File: src/rtl/controle_varredura_matriz_pkg.sv
// Shared definitions for the LED matrix scan controller.
//   estado_t        : scan FSM state encoding (VARRE = scanning, APAGA = blanking slot)
//   LARGURA_COLUNAS : column bits per pattern decoder
package controle_varredura_matriz_pkg;

   typedef enum logic {
      VARRE = 1'b0,
      APAGA = 1'b1
   } estado_t;

   localparam int unsigned LARGURA_COLUNAS = 5;

endpackage

File: src/rtl/divisor_varredura.sv
// Prescaler: free-running counter 0..DIV-1 that wraps and flags the last count.
// Ports:
//   clk  : system clock
//   rst  : asynchronous, active-high reset (counter back to 0)
//   tick : high for one clk while the counter sits at DIV-1
module divisor_varredura #(
   parameter int unsigned DIV = 1000
) (
   input  logic clk,
   input  logic rst,
   output logic tick
);

   localparam int unsigned LARGURA = $clog2(DIV);

   logic [LARGURA-1:0] contagem;

   assign tick = (contagem == LARGURA'(DIV - 1));

   always_ff @(posedge clk or posedge rst) begin
      if (rst) begin
         contagem <= '0;
      end else if (tick) begin
         contagem <= '0;
      end else begin
         contagem <= contagem + 1'b1;
      end
   end

endmodule

File: src/rtl/controle_varredura_matriz.sv
// Scan controller for a 5x7 LED matrix. Walks the row counter, drives one-hot row
// enables, muxes the selected pattern decoder onto the columns and switches patterns
// only at frame boundaries, inserting one blank row slot on every change.
// Ports:
//   clk, rst        : clock, asynchronous active-high reset
//   modo_auto       : 1 = rotate patterns every FRAMES_AUTO frames, 0 = follow sel_quadro
//   sel_quadro      : requested pattern in manual mode (clamped to NUM_QUADROS-1)
//   quadros_colunas : concatenated decoder outputs, quadro k at [5k+4:5k]
//   contador        : row index fed to the decoders
//   linhas          : one-hot row enable (all zero while blanking)
//   colunas         : column drive (all zero while blanking)
//   quadro_ativo    : pattern being displayed
//   fim_quadro      : one-clk pulse per completed frame
module controle_varredura_matriz
   import controle_varredura_matriz_pkg::*;
#(
   parameter int unsigned DIV         = 1000,
   parameter int unsigned NUM_LINHAS  = 7,
   parameter int unsigned NUM_QUADROS = 4,
   parameter int unsigned FRAMES_AUTO = 50
) (
   input  logic                                   clk,
   input  logic                                   rst,
   input  logic                                   modo_auto,
   input  logic [1:0]                             sel_quadro,
   input  logic [LARGURA_COLUNAS*NUM_QUADROS-1:0] quadros_colunas,
   output logic [2:0]                             contador,
   output logic [NUM_LINHAS-1:0]                  linhas,
   output logic [LARGURA_COLUNAS-1:0]             colunas,
   output logic [1:0]                             quadro_ativo,
   output logic                                   fim_quadro
);

   localparam int unsigned LARGURA_FRAMES = $clog2(FRAMES_AUTO + 1);
   localparam logic [2:0] ULTIMA_LINHA = 3'(NUM_LINHAS - 1);
   localparam logic [1:0] ULTIMO_QUADRO = 2'(NUM_QUADROS - 1);
   localparam logic [LARGURA_FRAMES-1:0] ULTIMO_FRAME = LARGURA_FRAMES'(FRAMES_AUTO - 1);

   estado_t                   estado;
   logic                      tick;
   logic [LARGURA_FRAMES-1:0] cont_frames;
   logic                      modo_auto_q;
   logic                      fim_rodizio;
   logic [1:0]                prox;

   divisor_varredura #(
      .DIV(DIV)
   ) u_divisor (
      .clk (clk),
      .rst (rst),
      .tick(tick)
   );

   // Pattern to show in the next frame; only consumed at a frame boundary.
   always_comb begin
      fim_rodizio = modo_auto && (cont_frames == ULTIMO_FRAME);
      if (modo_auto) begin
         if (fim_rodizio) begin
            prox = (quadro_ativo == ULTIMO_QUADRO) ? 2'd0 : quadro_ativo + 2'd1;
         end else begin
            prox = quadro_ativo;
         end
      end else begin
         prox = (sel_quadro > ULTIMO_QUADRO) ? ULTIMO_QUADRO : sel_quadro;
      end
   end

   always_ff @(posedge clk or posedge rst) begin
      if (rst) begin
         estado       <= VARRE;
         contador     <= 3'd0;
         quadro_ativo <= 2'd0;
         cont_frames  <= '0;
         modo_auto_q  <= 1'b0;
         fim_quadro   <= 1'b0;
      end else begin
         fim_quadro  <= 1'b0;
         modo_auto_q <= modo_auto;
         if (tick) begin
            case (estado)
               VARRE: begin
                  if (contador == ULTIMA_LINHA) begin
                     fim_quadro <= 1'b1;
                     contador   <= 3'd0;
                     if (modo_auto) begin
                        cont_frames <= fim_rodizio ? '0 : cont_frames + 1'b1;
                     end
                     if (prox != quadro_ativo) begin
                        quadro_ativo <= prox;
                        estado       <= APAGA;
                     end
                  end else begin
                     contador <= contador + 3'd1;
                  end
               end
               APAGA: begin
                  estado   <= VARRE;
                  contador <= 3'd0;
               end
            endcase
         end
         // Frame count is only meaningful in auto mode and restarts on any mode change.
         if (!modo_auto || (modo_auto != modo_auto_q)) begin
            cont_frames <= '0;
         end
      end
   end

   always_comb begin
      linhas  = '0;
      colunas = '0;
      if (estado == VARRE) begin
         for (int i = 0; i < NUM_LINHAS; i++) begin
            linhas[i] = (contador == 3'(i));
         end
         for (int k = 0; k < NUM_QUADROS; k++) begin
            if (quadro_ativo == 2'(k)) begin
               colunas = quadros_colunas[k*LARGURA_COLUNAS +: LARGURA_COLUNAS];
            end
         end
      end
   end

endmodule

File: config.mk
export PLATFORM = sky130hd
export DESIGN_NAME = controle_varredura_matriz
export DESIGN_NICKNAME = d
export VERILOG_FILES = /design/src/rtl/controle_varredura_matriz_pkg.sv /design/src/rtl/divisor_varredura.sv /design/src/rtl/controle_varredura_matriz.sv
export SDC_FILE = /design/constraint.sdc
export NUM_CORES = 1
export LEC_CHECK = 0
export ABC_AREA = 1
export CORE_ASPECT_RATIO = 0.8
export CORE_MARGIN = 5
export CORE_UTILIZATION = 49
export CTS_BUF_LIST = sky130_fd_sc_hd__clkbuf_16
export DETAILED_ROUTE_END_ITERATION = 10
export GPL_ROUTABILITY_DRIVEN = 0
export HOLD_SLACK_MARGIN = 0.03
export PLACE_DENSITY = 0.8
export RECOVER_POWER = 100
export SLEW_MARGIN = 20
export SYNTH_ARGS = -nofsm -noshare
export SYNTH_HDL_FRONTEND = slang
export SYNTH_HIERARCHICAL = 1
export SYNTH_SLANG_ARGS = --single-unit
File: constraint.sdc
create_clock -name clk -period 2.1 [get_ports clk]
set_clock_uncertainty 0.15 [all_clocks]
set_input_delay 0.525 -clock clk [delete_from_list [all_inputs] [get_ports clk]]
set_output_delay 0.525 -clock clk [all_outputs]
set_load 0.01 [all_outputs]
==> results.ini <==
[run_status]
status=finished, violations left
violations=negative setup slack

[setup_path]
cp.arrival_ps=1770
slowest_stage=dfrtp_2
crit_start=quadro_ativo[1]
critPathRequiredTime_ps=1420
worstPathCellList=inv_4, ha_4, buf_6, buf_6, buf_6, a21oi_2, o31ai_2, o21ai_1, nor2_1, buf_2
path_buf_inv=5
max_stage_delay_ps=430
r2r-start=u_divisor/contagem[0]
critPathTopFamily=buffers and inverters
start_kind=flop
end_kind=primary output
critPathKind=flop to primary output
crit_path_frequent_cell=buf_6
path_max_fanout=3

[global_routing]
grt_max_degree=15
globalRouteOverflowTotal=0
grt_use_total=0.186
antenna_found_initial=0
grt_pass1_wl_mm=7.49
first_global_vias=1562

[synthesis]
syn_avg_cell_area_sq_um=7.02
synth_nets=277
syn_area_sq_um=1710
syn_inst=244
ys_types=26
ys_seq_area_frac=0.351
yosys_register_bits=24
ys_warn_count=6

[layout]
syn2layout_area_growth_pct=47.0
register_area_sq_um=604
drive_above_1_share=0.246
final_nets=347
final_cell_mix=48 x nand2_1, 37 x nor2_1, 33 x inv_1
multiInputGateArea_sq_um=1020
finalInstanceArea_sq_um=2520
insertedDiodeCount=0
nFillCells=253
fin_cells=355
final_common_cell=nand2_1

[clocking]
cts_root_buf=clkbuf_16
cts_tree=yes
htree_levels=1
cts_buffers=3
clk_transition_reported_paths_ps=60
cts.path.max_buffers=2
postCtsHoldBufs=0
numClockSinks=24
clock_latency_ps=260

[sta]
setup_tns_ps=-1430
max_slew_margin=0.608
rsz0062_at_grt=true
fin_crit_ps=2440
setup_ws_ps=-343
final_hold_viol_count=0
max_freq_mhz=409
worstMarginPinSlew_ps=588
fin_crit_sh=1.16
setup_viol=5
drv_slew=0

[place]
placed_area_sq_um=2240
placed_cells=335
port_buffers=42
place_ws_ps=-555
hpwl_mm=3.13

[job]
cap_violations=0

[route]
drtPass1Iterations=4
drtIter0Drc=108
wl_per_cell_microns=13.7
ant_nets=0
routed_wl_mm=4.85
dr_total_vias=1826
vias_per_cell=5.14
drc=0

[floorplan]
rows=19
ios=43
die_h_microns=62.9
die_x_microns=76.1
start_util=0.504
die_area_sq_um=4790
core_sq_um=3400

[worst_hold_path]
hold_class=flop to flop
hp-start=u_divisor/contagem[0]

[power_and_ir_drop]
pwr_density_cell_nw_per_um2=379
vdd_drop_max_mv=0.725
power_mw=0.955
power.leakage_nw=1.22

[power by group]
part	internal, mW	total (mW)	switching (mW)	leakage, nW
clock	0.254	0.412	0.158	0.0385
sequential	0.463	0.463	0.000197	0.302
combinational	0.0468	0.0800	0.0332	0.880
total	0.764	0.955	0.191	1.22
[synthesized netlist by cell type]
cell / n / area (sq um)
nand2_4: 4 / 45.0
dfrtp_1: 24 / 601
ha_1: 8 / 100
xor2_1: 2 / 17.5
nand4_1: 1 / 6.26
o21ai_0: 10 / 50.1
nor2_1: 39 / 146
nand2_1: 47 / 176
inv_1: 37 / 139
o22ai_1: 1 / 6.26
and3_2: 1 / 7.51
nor2_4: 2 / 22.5
inv_6: 1 / 8.76
inv_2: 2 / 7.51
nand3_2: 2 / 20.0
o31ai_1: 5 / 37.5
nand3_1: 20 / 100
and3_1: 2 / 12.5
o32ai_1: 1 / 8.76
nor3_1: 3 / 15.0
or2_2: 2 / 12.5
nor2_2: 6 / 37.5
a21oi_1: 18 / 90.1
clkbuf_1: 1 / 3.75
buf_6: 2 / 22.5
nand2_2: 3 / 18.8
[cell families after synthesis]
logic type / Yosys count / share of synthesized area
AOI/OAI and AO/OA: 35 / 0.112
xor gates and xnor gates: 2 / 0.0102
adders and majority gates: 8 / 0.0584
buffers and inverters: 43 / 0.106
DFF: 24 / 0.351
and+or+nand+nor: 132 / 0.362
[metal layers]
metal | global-route usage | part of all wire | routed length (microns) | vias to the layer above
li1 | - | - | - | 914
met5 | 0 | 0 | 0 | -
met1 | 0.257 | 0.44 | 2150 | 854
met3 | 0.0519 | 0.059 | 284 | 6
met2 | 0.290 | 0.49 | 2360 | 52
met4 | 0.0437 | 0.012 | 56 | 0
[worst register-to-register path: stages (launching register included)]
cell and delay [ps]:
dfrtp_1 390, ha_1 230, nand2_1 140, inv_1 80
nand3_1 120, inv_1 110, nand2_1 170, nand2_4 110
nand2_1 120, inv_1 100, nor3_1 190
[sequential cells by signal, indices dropped and copies added, names as in the netlist]
signal	cells
fim_quadro	1
estado	1
modo_auto_q	1
u_divisor/contagem	10
cont_frames	6
quadro_ativo	2
contador	3
[worst paths after layout]
path	end	slack (ps)	cells after the start
setup / recovery	colunas[0]	-340	10
hold reg to reg	u_divisor/contagem[0]	380	3
hold / removal	u_divisor/contagem[0]	380	3
max in group asynchronous	quadro_ativo[0]	740	2
min in group asynchronous	u_divisor/contagem[4]	560	2
setup reg to reg	cont_frames[3]	90	10
[what timing repair did]
action | in CTS | in global routing
pin swaps | 1 | 6
setup endpoints to repair | 12 | 9
buffers inserted | 7 | 9
gates cloned | 0 | 0
endpoints found under the hold margin | 0 | 0
gates resized for setup | 50 | 21
[metrics by stage]
step	util	hold slack, ps
6_report	0.741	385
2_1_floorplan	-	215
4_1_cts	0.707	380
3_3_place_gp	0.658	365
3_5_place_dp	0.658	374
5_1_grt	0.741	415
[area by class of cell]
class / count / share of cell area
sequential: 24 / 0.240
clock buffer: 3 / 0.0298
timing repair buffer: 68 / 0.238
inverter: 40 / 0.0646
multi-input combinational: 177 / 0.405
tap: 42 / 0.0209
clock inverter: 1 / 0.00149
Power figures use the tool's default switching activity.
